File: config.mk
export PLATFORM = sky130hd
export DESIGN_NAME = ysyx_25030081_lsu_flat
export DESIGN_NICKNAME = d
export VERILOG_FILES = /design/src/rtl/ysyx_25030081_lsu_pkg.sv /design/src/rtl/ysyx_25030081_lsu_if.sv /design/src/rtl/ysyx_25030081_lsu_align.sv /design/src/rtl/ysyx_25030081_lsu.sv /design/src/flat_wrapper.sv
export SDC_FILE = /design/constraint.sdc
export NUM_CORES = 1
export LEC_CHECK = 0
export ABC_AREA = 1
export BUFFER_PORTS_ARGS = -buffer_cell sky130_fd_sc_hd__clkbuf_2
export CAP_MARGIN = 20
export CORE_MARGIN = 8
export CORE_UTILIZATION = 29
export CTS_CLUSTER_DIAMETER = 200
export CTS_CLUSTER_SIZE = 40
export DETAILED_ROUTE_END_ITERATION = 8
export GPL_TIMING_DRIVEN = 0
export HOLD_SLACK_MARGIN = 0.06
export MAX_ROUTING_LAYER = met4
export PLACE_DENSITY_LB_ADDON = 0.1
export SYNTH_ARGS = -nofsm -noshare
export SYNTH_HDL_FRONTEND = slang
export SYNTH_SLANG_ARGS = --single-unit
File: constraint.sdc
create_clock -name clk -period 2.6 [get_ports clk]
set_input_delay 0.26 -clock clk [delete_from_list [all_inputs] [get_ports clk]]
set_output_delay 0.26 -clock clk [all_outputs]
set_load 0.02 [all_outputs]
File: src/rtl/ysyx_25030081_lsu_pkg.sv
`default_nettype none
// ============================================================================
//  Module   : ysyx_25030081_lsu_pkg
//  Desc     : Shared LSU access-size codes, FSM state encodings and helpers.
//  Revision : 1.0
// ============================================================================
package ysyx_25030081_lsu_pkg;

    typedef logic [2:0] lsu_op_t;

    localparam lsu_op_t c_LSU_OP_B  = 3'b000;
    localparam lsu_op_t c_LSU_OP_H  = 3'b001;
    localparam lsu_op_t c_LSU_OP_W  = 3'b010;
    localparam lsu_op_t c_LSU_OP_BU = 3'b100;
    localparam lsu_op_t c_LSU_OP_HU = 3'b101;

    localparam logic [1:0] c_ST_IDLE = 2'd0;
    localparam logic [1:0] c_ST_REQ  = 2'd1;
    localparam logic [1:0] c_ST_WAIT = 2'd2;
    localparam logic [1:0] c_ST_DONE = 2'd3;

    // Misaligned half/word access or an op code with no defined size.
    function automatic logic lsu_bad_access(input lsu_op_t op, input logic [1:0] off);
        case (op)
            c_LSU_OP_B, c_LSU_OP_BU: lsu_bad_access = 1'b0;
            c_LSU_OP_H, c_LSU_OP_HU: lsu_bad_access = off[0];
            c_LSU_OP_W:              lsu_bad_access = (off != 2'b00);
            default:                 lsu_bad_access = 1'b1;
        endcase
    endfunction

endpackage
`default_nettype wire

File: src/rtl/ysyx_25030081_lsu_if.sv
`default_nettype none
// ============================================================================
//  Module   : ysyx_25030081_lsu_req_if / ysyx_25030081_lsu_mem_if
//  Desc     : Execute-stage request channel and data-memory valid/ready bus.
//  Revision : 1.0
// ============================================================================
interface ysyx_25030081_lsu_req_if;
    logic        req_valid;
    logic        req_ready;
    logic        req_wen;
    logic [2:0]  req_op;
    logic [31:0] req_addr;
    logic [31:0] req_wdata;
    logic        resp_valid;
    logic [31:0] resp_rdata;
    logic        resp_err;

    modport master (
        output req_valid, req_wen, req_op, req_addr, req_wdata,
        input  req_ready, resp_valid, resp_rdata, resp_err
    );
    modport slave (
        input  req_valid, req_wen, req_op, req_addr, req_wdata,
        output req_ready, resp_valid, resp_rdata, resp_err
    );
endinterface

interface ysyx_25030081_lsu_mem_if;
    logic        mem_req_valid;
    logic        mem_req_ready;
    logic        mem_req_wen;
    logic [31:0] mem_req_addr;
    logic [31:0] mem_req_wdata;
    logic [3:0]  mem_req_wmask;
    logic        mem_rsp_valid;
    logic [31:0] mem_rsp_rdata;

    modport master (
        output mem_req_valid, mem_req_wen, mem_req_addr, mem_req_wdata, mem_req_wmask,
        input  mem_req_ready, mem_rsp_valid, mem_rsp_rdata
    );
    modport slave (
        input  mem_req_valid, mem_req_wen, mem_req_addr, mem_req_wdata, mem_req_wmask,
        output mem_req_ready, mem_rsp_valid, mem_rsp_rdata
    );
endinterface
`default_nettype wire

File: src/rtl/ysyx_25030081_lsu_align.sv
`default_nettype none
// ============================================================================
//  Module   : ysyx_25030081_lsu_align
//  Desc     : Store lane/mask generation, access check and load extension.
//  Revision : 1.0
// ============================================================================
module ysyx_25030081_lsu_align
    import ysyx_25030081_lsu_pkg::*;
(
    input  wire  [2:0]  i_st_op,
    input  wire  [1:0]  i_st_off,
    input  wire         i_st_wen,
    input  wire  [31:0] i_st_wdata,
    output logic [3:0]  o_st_wmask,
    output logic [31:0] o_st_wdata,
    output logic        o_st_bad,
    input  wire  [2:0]  i_ld_op,
    input  wire  [1:0]  i_ld_off,
    input  wire  [31:0] i_ld_raw,
    output logic [31:0] o_ld_data
);

    logic [7:0]  w_byte;
    logic [15:0] w_half;

    always_comb begin
        o_st_wmask = 4'b0000;
        o_st_wdata = i_st_wdata;
        o_st_bad   = lsu_bad_access(i_st_op, i_st_off);
        case (i_st_op)
            c_LSU_OP_B, c_LSU_OP_BU: begin
                o_st_wdata = {4{i_st_wdata[7:0]}};
                o_st_wmask = 4'b0001 << i_st_off;
            end
            c_LSU_OP_H, c_LSU_OP_HU: begin
                o_st_wdata = {2{i_st_wdata[15:0]}};
                o_st_wmask = 4'b0011 << i_st_off;
            end
            c_LSU_OP_W: o_st_wmask = 4'b1111;
            default:    o_st_wmask = 4'b0000;
        endcase
        if (!i_st_wen) begin
            o_st_wmask = 4'b0000;
        end
    end

    always_comb begin
        case (i_ld_off)
            2'd0:    w_byte = i_ld_raw[7:0];
            2'd1:    w_byte = i_ld_raw[15:8];
            2'd2:    w_byte = i_ld_raw[23:16];
            default: w_byte = i_ld_raw[31:24];
        endcase
        w_half = i_ld_off[1] ? i_ld_raw[31:16] : i_ld_raw[15:0];
        case (i_ld_op)
            c_LSU_OP_B:  o_ld_data = {{24{w_byte[7]}}, w_byte};
            c_LSU_OP_BU: o_ld_data = {24'h0, w_byte};
            c_LSU_OP_H:  o_ld_data = {{16{w_half[15]}}, w_half};
            c_LSU_OP_HU: o_ld_data = {16'h0, w_half};
            c_LSU_OP_W:  o_ld_data = i_ld_raw;
            default:     o_ld_data = 32'h0;
        endcase
    end

endmodule
`default_nettype wire

File: src/rtl/ysyx_25030081_lsu.sv
`default_nettype none
// ============================================================================
//  Module   : ysyx_25030081_lsu
//  Desc     : Load/store unit: one outstanding access on a valid/ready bus.
//  Revision : 1.0
// ============================================================================
module ysyx_25030081_lsu
    import ysyx_25030081_lsu_pkg::*;
#(
    parameter int TIMEOUT = 255
) (
    input wire                       clk,
    input wire                       rst,
    ysyx_25030081_lsu_req_if.slave   core,
    ysyx_25030081_lsu_mem_if.master  mem
);

    localparam int c_CNT_W = $clog2(TIMEOUT + 1);

    logic [1:0]         r_state;
    logic [1:0]         w_state_nxt;
    logic [c_CNT_W-1:0] r_cnt;
    logic [c_CNT_W-1:0] w_cnt_inc;
    logic               w_timeout;
    logic               w_rsp_take;

    logic        r_wen;
    logic [2:0]  r_op;
    logic [1:0]  r_off;
    logic [31:0] r_addr;
    logic [31:0] r_wdata;
    logic [3:0]  r_wmask;
    logic [31:0] r_rdata;
    logic        r_err;

    logic [3:0]  w_st_wmask;
    logic [31:0] w_st_wdata;
    logic        w_st_bad;
    logic [31:0] w_ld_data;

    ysyx_25030081_lsu_align u_align (
        .i_st_op    (core.req_op),
        .i_st_off   (core.req_addr[1:0]),
        .i_st_wen   (core.req_wen),
        .i_st_wdata (core.req_wdata),
        .o_st_wmask (w_st_wmask),
        .o_st_wdata (w_st_wdata),
        .o_st_bad   (w_st_bad),
        .i_ld_op    (r_op),
        .i_ld_off   (r_off),
        .i_ld_raw   (mem.mem_rsp_rdata),
        .o_ld_data  (w_ld_data)
    );

    assign w_cnt_inc = r_cnt + c_CNT_W'(1);
    assign w_timeout = (w_cnt_inc == c_CNT_W'(TIMEOUT));
    // A response only counts in REQ if the request handshake completes with it.
    assign w_rsp_take = mem.mem_rsp_valid &&
                        ((r_state == c_ST_WAIT) || (r_state == c_ST_REQ && mem.mem_req_ready));

    always_ff @(posedge clk) begin
        if (rst) begin
            r_state <= c_ST_IDLE;
        end else begin
            r_state <= w_state_nxt;
        end
    end

    always_comb begin
        w_state_nxt = r_state;
        case (r_state)
            c_ST_IDLE: if (core.req_valid) w_state_nxt = w_st_bad ? c_ST_DONE : c_ST_REQ;
            c_ST_REQ: begin
                if (w_rsp_take || w_timeout)  w_state_nxt = c_ST_DONE;
                else if (mem.mem_req_ready)   w_state_nxt = c_ST_WAIT;
            end
            c_ST_WAIT: if (w_rsp_take || w_timeout) w_state_nxt = c_ST_DONE;
            default:   w_state_nxt = c_ST_IDLE;
        endcase
    end

    always_comb begin
        core.req_ready     = (r_state == c_ST_IDLE);
        core.resp_valid    = (r_state == c_ST_DONE);
        core.resp_err      = (r_state == c_ST_DONE) && r_err;
        core.resp_rdata    = (r_state == c_ST_DONE) ? r_rdata : 32'h0;
        mem.mem_req_valid  = (r_state == c_ST_REQ);
        mem.mem_req_wen    = r_wen;
        mem.mem_req_addr   = r_addr;
        mem.mem_req_wdata  = r_wdata;
        mem.mem_req_wmask  = r_wmask;
    end

    always_ff @(posedge clk) begin
        if (rst) begin
            r_cnt   <= '0;
            r_wen   <= 1'b0;
            r_op    <= 3'b000;
            r_off   <= 2'b00;
            r_addr  <= 32'h0;
            r_wdata <= 32'h0;
            r_wmask <= 4'b0000;
            r_rdata <= 32'h0;
            r_err   <= 1'b0;
        end else begin
            case (r_state)
                c_ST_IDLE: begin
                    if (core.req_valid) begin
                        r_cnt   <= '0;
                        r_wen   <= core.req_wen;
                        r_op    <= core.req_op;
                        r_off   <= core.req_addr[1:0];
                        r_addr  <= {core.req_addr[31:2], 2'b00};
                        r_wdata <= w_st_wdata;
                        r_wmask <= w_st_wmask;
                        r_rdata <= 32'h0;
                        r_err   <= w_st_bad;
                    end
                end
                c_ST_REQ, c_ST_WAIT: begin
                    r_cnt <= w_cnt_inc;
                    if (w_rsp_take) begin
                        r_rdata <= r_wen ? 32'h0 : w_ld_data;
                        r_err   <= 1'b0;
                    end else if (w_timeout) begin
                        r_rdata <= 32'h0;
                        r_err   <= 1'b1;
                    end
                end
                default: ;
            endcase
        end
    end

endmodule
`default_nettype wire

File: src/flat_wrapper.sv
// flat-port wrapper written by rule: the top's interface ports become plain ports
module ysyx_25030081_lsu_flat import ysyx_25030081_lsu_pkg::*;
#(
    parameter int TIMEOUT = 255
)
  (clk, rst, core_req_valid, core_req_wen, core_req_op, core_req_addr, core_req_wdata, core_req_ready, core_resp_valid, core_resp_rdata, core_resp_err, mem_mem_req_valid, mem_mem_req_wen, mem_mem_req_addr, mem_mem_req_wdata, mem_mem_req_wmask, mem_mem_req_ready, mem_mem_rsp_valid, mem_mem_rsp_rdata);
  ysyx_25030081_lsu_req_if core_i ();
  ysyx_25030081_lsu_mem_if mem_i ();
  input wire clk;
  input wire rst;
  input wire logic [$bits(core_i.req_valid)-1:0] core_req_valid;
  input wire logic [$bits(core_i.req_wen)-1:0] core_req_wen;
  input wire logic [$bits(core_i.req_op)-1:0] core_req_op;
  input wire logic [$bits(core_i.req_addr)-1:0] core_req_addr;
  input wire logic [$bits(core_i.req_wdata)-1:0] core_req_wdata;
  output wire logic [$bits(core_i.req_ready)-1:0] core_req_ready;
  output wire logic [$bits(core_i.resp_valid)-1:0] core_resp_valid;
  output wire logic [$bits(core_i.resp_rdata)-1:0] core_resp_rdata;
  output wire logic [$bits(core_i.resp_err)-1:0] core_resp_err;
  output wire logic [$bits(mem_i.mem_req_valid)-1:0] mem_mem_req_valid;
  output wire logic [$bits(mem_i.mem_req_wen)-1:0] mem_mem_req_wen;
  output wire logic [$bits(mem_i.mem_req_addr)-1:0] mem_mem_req_addr;
  output wire logic [$bits(mem_i.mem_req_wdata)-1:0] mem_mem_req_wdata;
  output wire logic [$bits(mem_i.mem_req_wmask)-1:0] mem_mem_req_wmask;
  input wire logic [$bits(mem_i.mem_req_ready)-1:0] mem_mem_req_ready;
  input wire logic [$bits(mem_i.mem_rsp_valid)-1:0] mem_mem_rsp_valid;
  input wire logic [$bits(mem_i.mem_rsp_rdata)-1:0] mem_mem_rsp_rdata;
  assign core_i.req_valid = core_req_valid;
  assign core_i.req_wen = core_req_wen;
  assign core_i.req_op = core_req_op;
  assign core_i.req_addr = core_req_addr;
  assign core_i.req_wdata = core_req_wdata;
  assign core_req_ready = core_i.req_ready;
  assign core_resp_valid = core_i.resp_valid;
  assign core_resp_rdata = core_i.resp_rdata;
  assign core_resp_err = core_i.resp_err;
  assign mem_mem_req_valid = mem_i.mem_req_valid;
  assign mem_mem_req_wen = mem_i.mem_req_wen;
  assign mem_mem_req_addr = mem_i.mem_req_addr;
  assign mem_mem_req_wdata = mem_i.mem_req_wdata;
  assign mem_mem_req_wmask = mem_i.mem_req_wmask;
  assign mem_i.mem_req_ready = mem_mem_req_ready;
  assign mem_i.mem_rsp_valid = mem_mem_rsp_valid;
  assign mem_i.mem_rsp_rdata = mem_mem_rsp_rdata;
  ysyx_25030081_lsu #(.TIMEOUT(TIMEOUT)) u_core (.clk(clk), .rst(rst), .core(core_i), .mem(mem_i));
endmodule
==> impl_table.tex <==
\begin{tabular}{lr}
\hline
Metric & Value \\
\hline
\multicolumn{2}{l}{\textbf{Run status}} \\
Status & finished, final reports clean \\
\multicolumn{2}{l}{\textbf{Layout}} \\
Post-Layout Cell Count & 1359 \\
Area added between synthesis and finish & 34.2\% \\
Fraction of final layout cells sized beyond drive strength 1 & 24.4\% \\
Filler cells & 2205 \\
Post-layout nets & 1191 \\
Total area of multi-input combinational cells & 2850 µm² \\
Final Cell Area & 7680 µm² \\
Area of all sequential standard cells & 2300 µm² \\
\multicolumn{2}{l}{\textbf{Setup path}} \\
Crit Path Category & flip-flop to flip-flop \\
Setup crit start kind & flip-flop \\
Launching element of the worst setup path & u\_core.r\_state[0] \\
Maximum fanout count along the critical path & 10 \\
Endpoint class of the critical path & flip-flop \\
Critical Path RT & 2.96 ns \\
Data arrival at the endpoint of the critical path & 2.65 ns \\
Worst Reg2Reg Path Length in Cells & 8 \\
Critical R2R Launch & u\_core.r\_state[0] \\
Worst reg-to-reg setup slack & 0.31 ns \\
\multicolumn{2}{l}{\textbf{Detailed routing}} \\
DRT iter0 DRCs & 376 \\
Number of routed nets with antenna violations & 0 \\
First-pass detailed-route iteration total & 4 \\
Detailed-route wire length per cell & 16.0 µm \\
Average vias per placed instance & 4.62 \\
Vias after detailed routing & 6283 \\
Post-Route WL & 21.7 mm \\
Number of remaining DRC errors & 0 \\
\multicolumn{2}{l}{\textbf{Timing}} \\
Setup ws final & 0.311 ns \\
Post-route clock period utilization & 88.0\% \\
Hold Vio Cnt, Final & 0 \\
Summed negative setup slack over all endpoints & 0 ns \\
Tmin final & 2.29 ns \\
Largest clock skew in the final design & 0.00939 ns \\
Worst-margin pin slew & 0.681 ns \\
Number of setup violations in the final report & 0 \\
Slew Viols, Final & 0 \\
Peak clock frequency supported by timing & 0.437 GHz \\
Worst slew margin & 54.6\% \\
Setup repair after global routing missed its margin & no \\
\multicolumn{2}{l}{\textbf{Logic synthesis}} \\
Number of enable-type register cells in the synthesized netlist & 0 \\
Leading post-synthesis cells by instance count & nand2\_1, dfxtp\_1, nor2\_1 \\
Warnings, synthesis & 0 \\
Netlist area before placement & 5720 µm² \\
Area contributors post-synth & dfxtp\_1, nand2\_1, nand3\_1 \\
Number of instances in the synthesized netlist & 854 \\
Dominant synthesized flop cell & dfxtp\_1 \\
Share of flip-flops with an asynchronous set or reset after synthesis & 0\% \\
Number of distinct library cells after synthesis & 33 \\
Library cell with the highest instance count after synthesis & nand2\_1 \\
Synthesized area divided by synthesized cell count & 6.70 µm² \\
Seq/Total Area, Yosys & 40.2\% \\
Share of the synthesized area in the top cell type & 40.2\% \\
Top cell type by total area after synthesis & dfxtp\_1 \\
Yosys reg bits & 115 \\
\multicolumn{2}{l}{\textbf{Clocking}} \\
Clock latency on the worst-skew pair & 0.42 ns \\
Number of buffers created by CTS & 17 \\
Clock Sinks & 115 \\
CTS tree & yes \\
Clock root buffer master & clkbuf\_16 \\
Number of buffers between clock root and the deepest sink & 2 \\
Hold-fix buffers at CTS & 0 \\
Clock transition time at the flip-flop clock pins of the worst setup and hold paths & 0.06 ns \\
Depth of the CTS H-tree & 4 \\
\multicolumn{2}{l}{\textbf{Place}} \\
Placer's final routability congestion estimate & 0.877 \\
DP Wirelength & 17.2 mm \\
Setup Slack @ Placement & 0.246 ns \\
Count of placed standard cells including taps & 1326 \\
Number of input and output port buffers inserted & 206 \\
Cell area after placement & 7090 µm² \\
\multicolumn{2}{l}{\textbf{GRT}} \\
Pin count of the biggest net entering global routing & 17 \\
Global-route wire length before repair & 33.6 mm \\
Aggregate global-route resource usage & 18.1\% \\
Final global-route overflow total & 0 \\
Number of global-route vias before repair & 6148 \\
Number of antenna violations at the first check in global routing & 1 \\
\multicolumn{2}{l}{\textbf{Floorplan}} \\
Std cell rows & 51 \\
Number of primary I/O pins & 210 \\
Floorplan die area & 24500 µm² \\
Placeable core region & 19400 µm² \\
Width of the die & 156 µm \\
Die height & 156 µm \\
Initial Utilization & 29.5\% \\
\multicolumn{2}{l}{\textbf{Flow run}} \\
Maxcap violations & 0 \\
\multicolumn{2}{l}{\textbf{Worst hold path}} \\
Hold crit path type & input port to flip-flop \\
Cell depth of the worst min-delay path & 3 \\
Source of the worst hold timing path & core\_req\_addr[29] \\
\multicolumn{2}{l}{\textbf{Pwr}} \\
Static Leakage & 0.00373 µW \\
IR drop worst, VDD & 523 µV \\
PD cells & 969 nW/µm² \\
\hline
\end{tabular}
-- through the flow --
step | util, % | hold WS (ns) | total power, µW
floorplan | - | 0.427 | 4190
detailed placement | 36.5 | 0.457 | 5170
global placement | 36.5 | 0.453 | 5170
finish | 39.6 | 0.0854 | 7440
global route | 39.6 | 0.104 | 7940
CTS | 39.6 | 0.0709 | 7530
-- layout by cell type, fill, tap and decap left out, types with 2 or more instances in the layout --
cell and count:
clkbuf_2 207, nand2_1 193, dfxtp_1 115, nor2_1 102, nand3_1 84, inv_1 82, o21ai_0 76, a21oi_1 63
o211ai_1 41, clkbuf_1 38, clkbuf_16 17, buf_2 11, a31oi_1 8, ha_1 6, clkinv_4 5, nor2_2 4
clkinvlp_4 4, buf_4 3, nand4_1 3, buf_6 3, clkinv_1 2, inv_2 2, nand2_2 2, a22oi_1 2
a32oi_1 2, conb_1 2, bufinv_16 2, inv_6 2
-- worst max-delay path, cell delays in order (launching register included) --
cell	delay [ns]
dfxtp_1	0.34
inv_1	0.09
ha_1	0.28
nand2_1	0.26
clkinv_1	0.23
clkbuf_1	0.39
clkbuf_1	0.44
nor2_1	0.08
nor2_1	0.12
-- report_power, final --
group	switching, µW	internal (µW)	total, µW
sequential	193	2100	2290
clock	909	1420	2330
combinational	1940	876	2820
-- worst paths after layout --
check | endpoint
max | u_core.mem.mem_req_addr[14]
max reg2reg | u_core.mem.mem_req_addr[14]
min reg2reg | u_core.r_rdata[3]
min | u_core.mem.mem_req_addr[29]
-- kinds of logic after synthesis --
| group | count (synthesis) | share of synthesized area, % |
|---|---|---|
| buffers and inverters | 141 | 10.1 |
| AND/OR/NAND/NOR | 394 | 28.5 |
| adder cells (fa/ha/maj) | 6 | 1.31 |
| XOR/XNOR | 1 | 0.153 |
| other | 1 | 0.0656 |
| flip-flops | 115 | 40.2 |
| AO/OA/AOI/OAI | 196 | 19.6 |
-- flip-flops by register name (all words and copies together), names as in the netlist --
name and count:
u_core.mem.mem_req_wmask 4, u_core.r_off 2, u_core.r_op 3, u_core.mem.mem_req_addr 30, u_core.r_err 1, u_core.mem.mem_req_wdata 32
u_core.r_cnt 8, u_core.r_state 2, u_core.r_rdata 32, u_core.mem.mem_req_wen 1
-- repair_timing --
item,4_1_cts,5_1_grt
resized for setup,0,2
setup endpoints to repair,0,25
setup buffers,0,0
-- final cells by class --
cell class | count | area share [%]
clock inverter | 14 | 2.04
timing repair buffer | 206 | 13.4
buffer | 55 | 3.33
clock buffer | 18 | 5.59
antenna | 1 | 0.0326
inverter | 86 | 4.21
multi-input combinational | 599 | 37.1
sequential | 115 | 30.0
tap | 265 | 4.32
-- layer usage --
metal / GRT usage (%) / part of all wire [%]
met3: 6.15 / 7.2
met5: - / 0
met2: 29.1 / 48
met4: 4.81 / 1.1
met1: 21.3 / 44
Note: power is estimated with default switching activity, not from simulation.
